--- src/rtl/ex_stage_unit_if.sv ---
// Decode <-> execute bus bundle: decoded op in, registered result and hazard info out.
interface ex_stage_unit_if;
  logic [55:0] idbus;
  logic        stall;
  logic [39:0] exbus;
  logic [2:0]  ex_dest;

  // Decode side drives idbus and observes stall/exbus/ex_dest.
  modport master (
    output idbus,
    input  stall,
    input  exbus,
    input  ex_dest
  );

  // Execute side.
  modport slave (
    input  idbus,
    output stall,
    output exbus,
    output ex_dest
  );
endinterface

--- src/rtl/ex_stage_unit.sv ---
// Execute stage: single-cycle ALU ops plus 16-iteration shift-add multiply and
// restoring divide/remainder, stalling decode while an iterative op is in flight.
module ex_stage_unit #(
  parameter int unsigned     DW        = 16,
  parameter logic [DW-1:0]   DIV0_QUOT = 16'hFFFF
) (
  input  logic            clock,
  input  logic            reset,
  ex_stage_unit_if.slave  ex_bus
);

  localparam logic [3:0] OpNop  = 4'd0;
  localparam logic [3:0] OpAdd  = 4'd1;
  localparam logic [3:0] OpSub  = 4'd2;
  localparam logic [3:0] OpAnd  = 4'd3;
  localparam logic [3:0] OpOr   = 4'd4;
  localparam logic [3:0] OpXor  = 4'd5;
  localparam logic [3:0] OpSll  = 4'd6;
  localparam logic [3:0] OpSrl  = 4'd7;
  localparam logic [3:0] OpSra  = 4'd8;
  localparam logic [3:0] OpMul  = 4'd9;
  localparam logic [3:0] OpDivu = 4'd10;
  localparam logic [3:0] OpRemu = 4'd11;
  localparam logic [3:0] OpLd   = 4'd12;
  localparam logic [3:0] OpSt   = 4'd13;
  localparam logic [3:0] OpSlt  = 4'd14;

  typedef enum logic {StIdle, StBusy} state_e;

  state_e        state_q, state_d;
  logic [3:0]    cnt_q, cnt_d;
  logic [3:0]    op_q, op_d;
  logic [2:0]    dest_q, dest_d;
  logic [DW-1:0] acc_q, acc_d;   // product accumulator / partial remainder
  logic [DW-1:0] a_q, a_d;       // multiplier / dividend-then-quotient
  logic [DW-1:0] b_q, b_d;       // multiplicand / divisor
  logic [39:0]   exbus_q, exbus_d;

  logic          id_valid;
  logic [3:0]    id_op;
  logic [2:0]    id_dest;
  logic [DW-1:0] id_v1, id_v2, id_st;
  logic          id_iter;

  assign id_valid = ex_bus.idbus[55];
  assign id_op    = ex_bus.idbus[54:51];
  assign id_dest  = ex_bus.idbus[50:48];
  assign id_v1    = ex_bus.idbus[47:32];
  assign id_v2    = ex_bus.idbus[31:16];
  assign id_st    = ex_bus.idbus[15:0];
  assign id_iter  = (id_op == OpMul) || (id_op == OpDivu) || (id_op == OpRemu);

  logic [DW-1:0] alu_res;
  always_comb begin
    alu_res = '0;
    case (id_op)
      OpAdd, OpLd, OpSt: alu_res = id_v1 + id_v2;
      OpSub:             alu_res = id_v1 - id_v2;
      OpAnd:             alu_res = id_v1 & id_v2;
      OpOr:              alu_res = id_v1 | id_v2;
      OpXor:             alu_res = id_v1 ^ id_v2;
      OpSll:             alu_res = id_v1 << id_v2[3:0];
      OpSrl:             alu_res = id_v1 >> id_v2[3:0];
      OpSra:             alu_res = $signed(id_v1) >>> id_v2[3:0];
      OpSlt:             alu_res = {{(DW-1){1'b0}}, ($signed(id_v1) < $signed(id_v2))};
      default:           alu_res = '0;
    endcase
  end

  // Restoring-division trial subtract; bit DW set means the subtraction borrowed.
  logic [DW:0]   trial;
  logic [DW-1:0] mul_acc;
  assign trial   = {acc_q, a_q[DW-1]} - {1'b0, b_q};
  assign mul_acc = acc_q + (a_q[0] ? b_q : '0);

  logic [DW-1:0] iter_res;
  always_comb begin
    state_d  = state_q;
    cnt_d    = cnt_q;
    op_d     = op_q;
    dest_d   = dest_q;
    acc_d    = acc_q;
    a_d      = a_q;
    b_d      = b_q;
    exbus_d  = exbus_q;
    iter_res = '0;
    unique case (state_q)
      StIdle: begin
        if (!id_valid) begin
          exbus_d = '0;
        end else if (id_iter) begin
          state_d = StBusy;
          cnt_d   = '0;
          op_d    = id_op;
          dest_d  = id_dest;
          acc_d   = '0;
          a_d     = (id_op == OpMul) ? id_v2 : id_v1;
          b_d     = (id_op == OpMul) ? id_v1 : id_v2;
          exbus_d = '0;
        end else if (id_op == OpNop || id_op == 4'd15) begin
          exbus_d = {1'b1, id_op, 3'd0, 32'd0};
        end else begin
          exbus_d = {1'b1, id_op, id_dest, alu_res, (id_op == OpSt) ? id_st : {DW{1'b0}}};
        end
      end
      StBusy: begin
        cnt_d = cnt_q + 4'd1;
        if (op_q == OpMul) begin
          acc_d = mul_acc;
          a_d   = a_q >> 1;
          b_d   = b_q << 1;
        end else if (!trial[DW]) begin
          acc_d = trial[DW-1:0];
          a_d   = {a_q[DW-2:0], 1'b1};
        end else begin
          acc_d = {acc_q[DW-2:0], a_q[DW-1]};
          a_d   = {a_q[DW-2:0], 1'b0};
        end
        if (op_q == OpDivu) begin
          iter_res = (b_q == '0) ? DIV0_QUOT : a_d;
        end else begin
          iter_res = acc_d;
        end
        if (cnt_q == 4'd15) begin
          state_d = StIdle;
          exbus_d = {1'b1, op_q, dest_q, iter_res, {DW{1'b0}}};
        end
      end
      default: state_d = StIdle;
    endcase
  end

  always_ff @(posedge clock or negedge reset) begin
    if (!reset) begin
      state_q <= StIdle;
      cnt_q   <= '0;
      op_q    <= '0;
      dest_q  <= '0;
      acc_q   <= '0;
      a_q     <= '0;
      b_q     <= '0;
      exbus_q <= '0;
    end else begin
      state_q <= state_d;
      cnt_q   <= cnt_d;
      op_q    <= op_d;
      dest_q  <= dest_d;
      acc_q   <= acc_d;
      a_q     <= a_d;
      b_q     <= b_d;
      exbus_q <= exbus_d;
    end
  end

  assign ex_bus.stall   = (state_q == StBusy);
  assign ex_bus.exbus   = exbus_q;
  assign ex_bus.ex_dest = (state_q == StBusy) ? dest_q :
                          exbus_q[39]         ? exbus_q[34:32] : 3'd0;

endmodule

--- src/flat_wrapper.sv ---
// flat-port wrapper written by rule: the top's interface ports become plain ports
module ex_stage_unit_flat 
#(
  parameter int unsigned     DW        = 16,
  parameter logic [DW-1:0]   DIV0_QUOT = 16'hFFFF
)
  (clock, reset, ex_bus_idbus, ex_bus_stall, ex_bus_exbus, ex_bus_ex_dest);
  ex_stage_unit_if ex_bus_i ();
  input  logic clock;
  input  logic reset;
  input wire logic [$bits(ex_bus_i.idbus)-1:0] ex_bus_idbus;
  output wire logic [$bits(ex_bus_i.stall)-1:0] ex_bus_stall;
  output wire logic [$bits(ex_bus_i.exbus)-1:0] ex_bus_exbus;
  output wire logic [$bits(ex_bus_i.ex_dest)-1:0] ex_bus_ex_dest;
  assign ex_bus_i.idbus = ex_bus_idbus;
  assign ex_bus_stall = ex_bus_i.stall;
  assign ex_bus_exbus = ex_bus_i.exbus;
  assign ex_bus_ex_dest = ex_bus_i.ex_dest;
  ex_stage_unit #(.DW(DW), .DIV0_QUOT(DIV0_QUOT)) u_core (.clock(clock), .reset(reset), .ex_bus(ex_bus_i));
endmodule
--- config.mk ---
export PLATFORM = sky130hd
export DESIGN_NAME = ex_stage_unit_flat
export DESIGN_NICKNAME = d
export VERILOG_FILES = /design/src/rtl/ex_stage_unit_if.sv /design/src/rtl/ex_stage_unit.sv /design/src/flat_wrapper.sv
export SDC_FILE = /design/constraint.sdc
export NUM_CORES = 1
export LEC_CHECK = 0
export ABC_AREA = 1
export CAP_MARGIN = 5
export CORE_UTILIZATION = 36
export CTS_CLUSTER_DIAMETER = 100
export DETAILED_ROUTE_END_ITERATION = 10
export SLEW_MARGIN = 20
export SYNTH_ARGS = -nofsm -noshare
export SYNTH_HDL_FRONTEND = slang
export SYNTH_SLANG_ARGS = --single-unit
--- constraint.sdc ---
create_clock -name clock -period 4.1 [get_ports clock]
set_input_delay 0.82 -clock clock [delete_from_list [all_inputs] [get_ports clock]]
set_output_delay 0.82 -clock clock [all_outputs]
set_load 0.01 [all_outputs]
==> out/results.ini, run 1 <==
[worst_setup_path]
crit-reg2reg-launch=u_core.a_q[15]
timing_worst_setup_path_type=in2reg
worstRegToRegCells=16
setup.reg_to_reg.worst_slack_ns=1.08
worstPathMaxFanout=8
critical_path_required_ns=4.37
endpoint_kind=flop
critical_path_arrival_ns=3.79
rr_endpoint=u_core.ex_bus.exbus[22]
critPathLaunchType=input port

[timing]
fin_hold_ws_ns=0.4744
unrepaired_setup_endpoints_after_global_routing=no
setup_total_negative_slack_ns=0
finalSetupViolations=0
final_period_minus_worst_setup_slack_ns=3.525
highest_clock_rate_ghz=0.2837
timing.final.crit_share=0.8599
max-slew-margin-rel=0.4298
pnr_worst_setup_slack_ns=0.5746
timing.clock.skew_ns=0.02064
finalMaxSlewViolations=0
tightestPinTransition_ns=0.8544
finalHoldViolCount=0

[synth]
synth_enable_flop_cells=0
syn-cell-area_sq_um=11140
netlist-cell-type-count=51
ys_ff_latch=100
synth_area_leaders=sky130_fd_sc_hd__dfrtp_1 (22%), sky130_fd_sc_hd__nand2_1 (20%), sky130_fd_sc_hd__ha_1 (9.1%)
synth_xor_xnor_area_share=0.01022
ys_seq_area_frac=0.2246
synth_area_leader_cell=sky130_fd_sc_hd__dfrtp_1
post_synth_and_or_nand_nor_area_fraction=0.3618
post_synth_mux_area_share=0
synth.yosys.warnings=0
post_synth.cell_area_avg_sq_um=6.075
synth_top_flop_cell=sky130_fd_sc_hd__dfrtp_1
compound_cell_area_share_of_the_yosys_netlist=0.1944
adder_cell_share_of_the_synthesized_area=0.09815
dominant_combinational_cell_family_by_area_after_synthesis=simple AND/OR/NAND/NOR gates
synthTopCellsByCount=sky130_fd_sc_hd__nand2_1 (579), sky130_fd_sc_hd__inv_1 (216), sky130_fd_sc_hd__nand3_1 (169)
synthesis.instances=1834
synthDominantCellAreaShare=0.2246
postSynth.asyncResetShare=1.000
syn-num-nets=1977
synth_most_common_cell=sky130_fd_sc_hd__nand2_1

[run]
max_cap_violations=0

[detailed_routing]
detail_route.vias_per_cell=5.531
vias=12738
postRouteAntennaNets=0
drt_first_pass_iters=6
dr.first_iter.drc_count=960
totalWireLength_um=45410
detail_route.drc_violations=0
wire_per_inst_um=19.72

[clock_tree]
tritoncts=done
cts-resized-gates=0
clock-root-buffer=sky130_fd_sc_hd__clkbuf_16
clock_pin_slew_reported_for_the_worst_setup_and_hold_paths_after_clock_tree_synthesis_ns=0.09
cts.repair_timing.setup_buffer_count=0
insertion_delay_ns=0.37
numCtsBuffers=9
clock_path_buffers=2
cts_max_level=3
hold_buffers=0
clkSinkCount=100

[power]
seq_power_share=0.205
irDropWorstVdd_uv=332.2
power_per_cell_area_nw_per_um2=687.3
power.leakage_nw=6.616
comb_power_share=0.688
power_frac_clock=0.107
power.internal_mw=4.008
swShare=0.5475
power.net_switching_mw=4.849

[placed_design]
placement.io_buffers=101
dpl-instance-area_sq_um=12570
pre_cts_slack_ns=0.2183
gp_congestion=0.9753
dp_hpwl_um=36620

[min_path]
min_delay_worst_endpoint=u_core.op_q[3]
min-delay-start=u_core.op_q[3]
min_delay_path_depth=2
worstHoldPathType=reg2reg

[floorplanning]
core.rowCount=64
die-height_um=177.9
core_area_sq_um=30510
die_area_sq_um=31660
chipWidth_um=177.9
initial_utilization=0.3652
boundaryPins=102

[run_status]
outcome=complete, no violations

[global_routing]
globalRouteOverflowTotal=0
grt_antenna_before_repair=1
grt_util_all_layers=0.2920
grt_pass1_wl_um=70270
vias_in_the_first_global_route=12119
grt_start_max_net_pins=54

[finish]
final_cell_area_sq_um=12890
antenna_cells=0
fraction_of_final_layout_cells_with_drive_strength_greater_than_1=0.05454
num-fill-cells=3330
areaGrowthSynthToFinish_pct=15.65
postLayoutCoreUtil=0.4224
design.final.nets=2045

-- flip-flops by register name, indices dropped and copies added, names as in the netlist --
name,cells
u_core.a_q,16
u_core.op_q,4
u_core.dest_q,3
u_core.cnt_q,4
u_core.ex_bus.stall,1
u_core.acc_q,16
u_core.b_q,16
u_core.ex_bus.exbus,40
-- worst max-delay path: stages --
cell                              delay, ns
sky130_fd_sc_hd__clkdlybuf4s50_1       0.68
sky130_fd_sc_hd__inv_1                 0.23
sky130_fd_sc_hd__ha_1                  0.54
sky130_fd_sc_hd__inv_1                 0.22
sky130_fd_sc_hd__a21oi_2               0.29
sky130_fd_sc_hd__nor2_1                0.07
sky130_fd_sc_hd__nor2_1                0.17
sky130_fd_sc_hd__inv_1                 0.06
sky130_fd_sc_hd__a21oi_1               0.16
sky130_fd_sc_hd__nand3_1               0.09
sky130_fd_sc_hd__nand3_1               0.09
sky130_fd_sc_hd__nand3_1               0.08
sky130_fd_sc_hd__nand2_1               0.10
sky130_fd_sc_hd__nand2_1               0.05
sky130_fd_sc_hd__nand2_1               0.06
sky130_fd_sc_hd__nand2_1               0.05
-- worst max path at each step --
| stage | from | endpoint | cells after the start |
|---|---|---|---|
| after floorplan | ex_bus_idbus[19] | u_core.ex_bus.exbus[31] | 19 |
| after global placement | ex_bus_idbus[40] | u_core.ex_bus.exbus[31] | 16 |
| after detailed placement | ex_bus_idbus[40] | u_core.ex_bus.exbus[31] | 16 |
| after CTS | ex_bus_idbus[40] | u_core.ex_bus.exbus[31] | 16 |
| after global routing | ex_bus_idbus[40] | u_core.ex_bus.exbus[31] | 16 |
| final | ex_bus_idbus[40] | u_core.ex_bus.exbus[31] | 16 |
-- power groups by stage --
stage | Clock, mW | Combinational, mW | Sequential [mW]
floorplan | 0 | 4.14 | 1.73
global placement | 0 | 6.00 | 1.81
detailed placement | 0 | 6.04 | 1.82
CTS | 0.967 | 6.07 | 1.81
global route | 0.996 | 6.82 | 1.87
finish | 0.948 | 6.09 | 1.81
-- final cells by class --
cell class / count / area, sq um / area share
flip-flops and latches: 100 / 2502 / 0.1942
repair buffers: 135 / 1276 / 0.09904
inverters: 235 / 882.1 / 0.06845
well taps: 396 / 495.5 / 0.03845
clock buffers: 10 / 229.0 / 0.01777
multi-input cells: 1421 / 7418 / 0.5757
clock inverters: 6 / 82.58 / 0.006408
-- cell usage in the layout, fill, tap and decap left out, drive strengths merged, types with 55 or more instances in the layout --
master / n
a21oi: 117
clkdlybuf4s50: 100
dfrtp: 100
ha: 81
inv: 236
nand2: 593
nand3: 170
nor2: 121
o211ai: 55
o21ai: 139
-- stage by stage --
step	total power, mW	std cells
finish	8.857	2303
global route	9.682	2303
CTS	8.844	2303
global placement	7.818	2287
detailed placement	7.863	2287
floorplan	5.880	1834
-- layer usage --
| metal | vias up | share of wire | track usage |
|---|---|---|---|
| met5 | - | 0 | 0 |
| met4 | 0 | 0.034 | 0.1075 |
| met3 | 72 | 0.057 | 0.02935 |
| met2 | 470 | 0.47 | 0.4828 |
| met1 | 6013 | 0.44 | 0.3911 |
| li1 | 6183 | - | - |
-- cell families (layout without fill, tap and decap cells) --
group / count (synthesis) / in the layout
compound gates: 372 / 372
xor+xnor: 13 / 13
fa+ha+maj: 85 / 85
buf+inv: 313 / 386
flops: 100 / 100
simple gates: 951 / 951
Power figures use the tool's default switching activity.
==> run 2: changes to the inputs <==
Settings changed: SLEW_MARGIN 20 to default.
==> results of run 2 <==
Same layout as run 1: the final DEF is identical, and so are final timing and power.
==> run 3: changes to the inputs <==
Settings changed: CORE_MARGIN from default to 2, SLEW_MARGIN from default to 20.
==> out/results.ini, run 3 (synthesis results as in run 1) <==
[timing]
tightestPinTransition_ns=0.8343  ; was 0.8544 ns
setup_total_negative_slack_ns=0  ; unchanged
highest_clock_rate_ghz=0.2825  ; was 0.2837 GHz
finalMaxSlewViolations=0  ; unchanged
final_period_minus_worst_setup_slack_ns=3.540  ; was 3.525 ns
finalSetupViolations=0  ; unchanged
finalHoldViolCount=0  ; unchanged
max-slew-margin-rel=0.4432  ; was 0.4298
timing.final.crit_share=0.8635  ; was 0.8599
fin_hold_ws_ns=0.4752  ; was 0.4744 ns
unrepaired_setup_endpoints_after_global_routing=no  ; unchanged
timing.clock.skew_ns=0.01358  ; was 0.02064 ns

[placed_design]
dp_hpwl_um=36220  ; was 36620 um
placement.io_buffers=101  ; unchanged
numPlacedInstances=2283  ; was 2287
gp_congestion=0.9995  ; was 0.9753

[clock_tree]
cts-resized-gates=0  ; unchanged
insertion_delay_ns=0.35  ; was 0.37 ns
tritoncts=done  ; unchanged
cts.repair_timing.setup_buffer_count=0  ; unchanged
clock-root-buffer=sky130_fd_sc_hd__clkbuf_16  ; unchanged
numCtsBuffers=9  ; unchanged
clkSinkCount=100  ; unchanged
clock_path_buffers=2  ; unchanged
hold_buffers=0  ; unchanged
cts_max_level=3  ; unchanged
clock_pin_slew_reported_for_the_worst_setup_and_hold_paths_after_clock_tree_synthesis_ns=0.08  ; was 0.09 ns

[detailed_routing]
dr.first_iter.drc_count=1121  ; was 960
totalWireLength_um=45120  ; was 45410 um
wire_per_inst_um=19.62  ; was 19.72 um
drt_first_pass_iters=5  ; was 6
vias=12684  ; was 12738
postRouteAntennaNets=0  ; unchanged
detail_route.drc_violations=0  ; unchanged
detail_route.vias_per_cell=5.515  ; was 5.531

[power]
power_per_cell_area_nw_per_um2=691.2  ; was 687.3 nW/um^2
power.leakage_nw=6.612  ; was 6.616 nW
irDropWorstVdd_uv=388.7  ; was 332.2 uV
power.total_mw=8.911  ; was 8.857 mW

[worst_setup_path]
critical_path_arrival_ns=3.78  ; was 3.79 ns
worst_path_most_repeated_cell=sky130_fd_sc_hd__nand2_1  ; unchanged
critical-path-max-stage-delay_ns=0.67  ; was 0.68 ns
setup.worst_path.end=u_core.ex_bus.exbus[31]  ; unchanged
timing_worst_setup_path_type=in2reg  ; unchanged
worstRegToRegCells=17  ; was 16
critical_path_required_ns=4.34  ; was 4.37 ns
timing.critical_path.cells=clkdlybuf4s50_1 > inv_1 > ha_1 > inv_1 > a21oi_2 > nor2_1 > nor2_1 > inv_1 > a21oi_1 > nand3_1 > nand3_1 > nand3_1 > nand2_1 > nand2_1 > nand2_1 > nand2_1  ; unchanged
worstPathMaxFanout=8  ; unchanged
setup.reg_to_reg.worst_slack_ns=1.11  ; was 1.08 ns
rr_endpoint=u_core.ex_bus.exbus[16]  ; was u_core.ex_bus.exbus[22]
endpoint_kind=flop  ; unchanged
crit-reg2reg-launch=u_core.a_q[15]  ; unchanged
slowest_stage=sky130_fd_sc_hd__clkdlybuf4s50_1  ; unchanged
setup.worst_path.start=ex_bus_idbus[40]  ; unchanged
critPathLaunchType=input port  ; unchanged

[floorplanning]
core.rowCount=64  ; unchanged
chipWidth_um=179.9  ; was 177.9 um
die-height_um=179.9  ; was 177.9 um
die_area_sq_um=32370  ; was 31660 sq um
core_area_sq_um=30510  ; unchanged
initial_utilization=0.3652  ; unchanged
boundaryPins=102  ; unchanged

[global_routing]
vias_in_the_first_global_route=11928  ; was 12119
grt_util_all_layers=0.2746  ; was 0.2920
grt_start_max_net_pins=57  ; was 54
globalRouteOverflowTotal=0  ; unchanged
grt_pass1_wl_um=69880  ; was 70270 um
grt_antenna_before_repair=1  ; unchanged

[finish]
leading_cell_type_in_the_layout_fill_and_taps_excluded=sky130_fd_sc_hd__nand2_1  ; unchanged
areaGrowthSynthToFinish_pct=15.71  ; was 15.65%
most-common-layout-cells=sky130_fd_sc_hd__nand2_1 (578), sky130_fd_sc_hd__inv_1 (215), sky130_fd_sc_hd__nand3_1 (169), sky130_fd_sc_hd__o21ai_0 (125)  ; unchanged
design.final.nets=2041  ; was 2045
fraction_of_final_layout_cells_with_drive_strength_greater_than_1=0.05255  ; was 0.05454
postLayoutCoreUtil=0.4226  ; was 0.4224
largest_reg_flops=40  ; unchanged
final_cells=2300  ; was 2303

[run_status]
outcome=complete, no violations  ; unchanged

[run]
max_cap_violations=0  ; unchanged

[min_path]
worstHoldPathType=reg2reg  ; unchanged

[run 3: cell count changes in the layout (fill, tap and decap cells not counted)]
cell and delta:
sky130_fd_sc_hd__buf_12 +1, sky130_fd_sc_hd__buf_4 -5, sky130_fd_sc_hd__bufinv_16 +1, sky130_fd_sc_hd__clkbuf_1 -1, sky130_fd_sc_hd__clkbuf_8 +1, sky130_fd_sc_hd__clkinv_1 +1, sky130_fd_sc_hd__clkinv_8 -1, sky130_fd_sc_hd__diode_2 +1
sky130_fd_sc_hd__inv_2 -1, sky130_fd_sc_hd__inv_6 +1, sky130_fd_sc_hd__inv_8 -1
[run 3: metrics by stage]
stage	cell area, sq um	worst slack (ns)
4_1_cts	12890	0.6783
3_3_place_gp	12560	0.2139
6_report	12890	0.5599
2_1_floorplan	11140	1.118
5_1_grt	12890	0.4573
3_5_place_dp	12560	0.3252
[run 3: worst min-delay path by stage]
stage          slack [ns]        startpoint  depth (start not counted)               end
2_1_floorplan        0.44    u_core.op_q[3]                          2    u_core.op_q[3]
3_3_place_gp         0.45  u_core.dest_q[2]                          2  u_core.dest_q[2]
3_5_place_dp         0.46  u_core.dest_q[2]                          2  u_core.dest_q[2]
4_1_cts              0.48  u_core.dest_q[2]                          2  u_core.dest_q[2]
5_1_grt              0.50    u_core.op_q[3]                          2    u_core.op_q[3]
6_report             0.48    u_core.op_q[3]                          2    u_core.op_q[3]
[run 3: metal layers]
metal | track usage | vias to the layer above | wire length [um] | share of wire
met5 | 0 | - | 0 | 0
met4 | 0.09398 | 0 | 1636 | 0.036
met2 | 0.4604 | 413 | 21000 | 0.47
li1 | - | 6177 | - | -
met3 | 0.03160 | 77 | 2387 | 0.053
met1 | 0.3661 | 6017 | 20100 | 0.45
[run 3: area by class of cell]
class	instances	area, sq um
clock buffer	10	239.0
clock inverter	6	93.84
antenna	1	2.502
multi-input combinational	1421	7418
inverter	235	882.1
tap	396	495.5
sequential	100	2502
timing repair buffer	131	1259
fill	3310	17620
[run 3: worst max-delay path, delay by kind of cell]
kind,cells,cell delay [ns]
buf+inv,4,1.19
fa+ha+maj,1,0.53
compound gates,2,0.46
simple gates,9,0.78
[run 3: report_power, final]
| part | leakage [nW] | total, mW | internal [mW] | switching (mW) |
|---|---|---|---|---|
| clock | 0.160 | 0.981 | 0.559 | 0.422 |
| combinational | 5.21 | 6.13 | 2.09 | 4.04 |
| sequential | 1.24 | 1.80 | 1.43 | 0.374 |
| total | 6.61 | 8.91 | 4.08 | 4.83 |
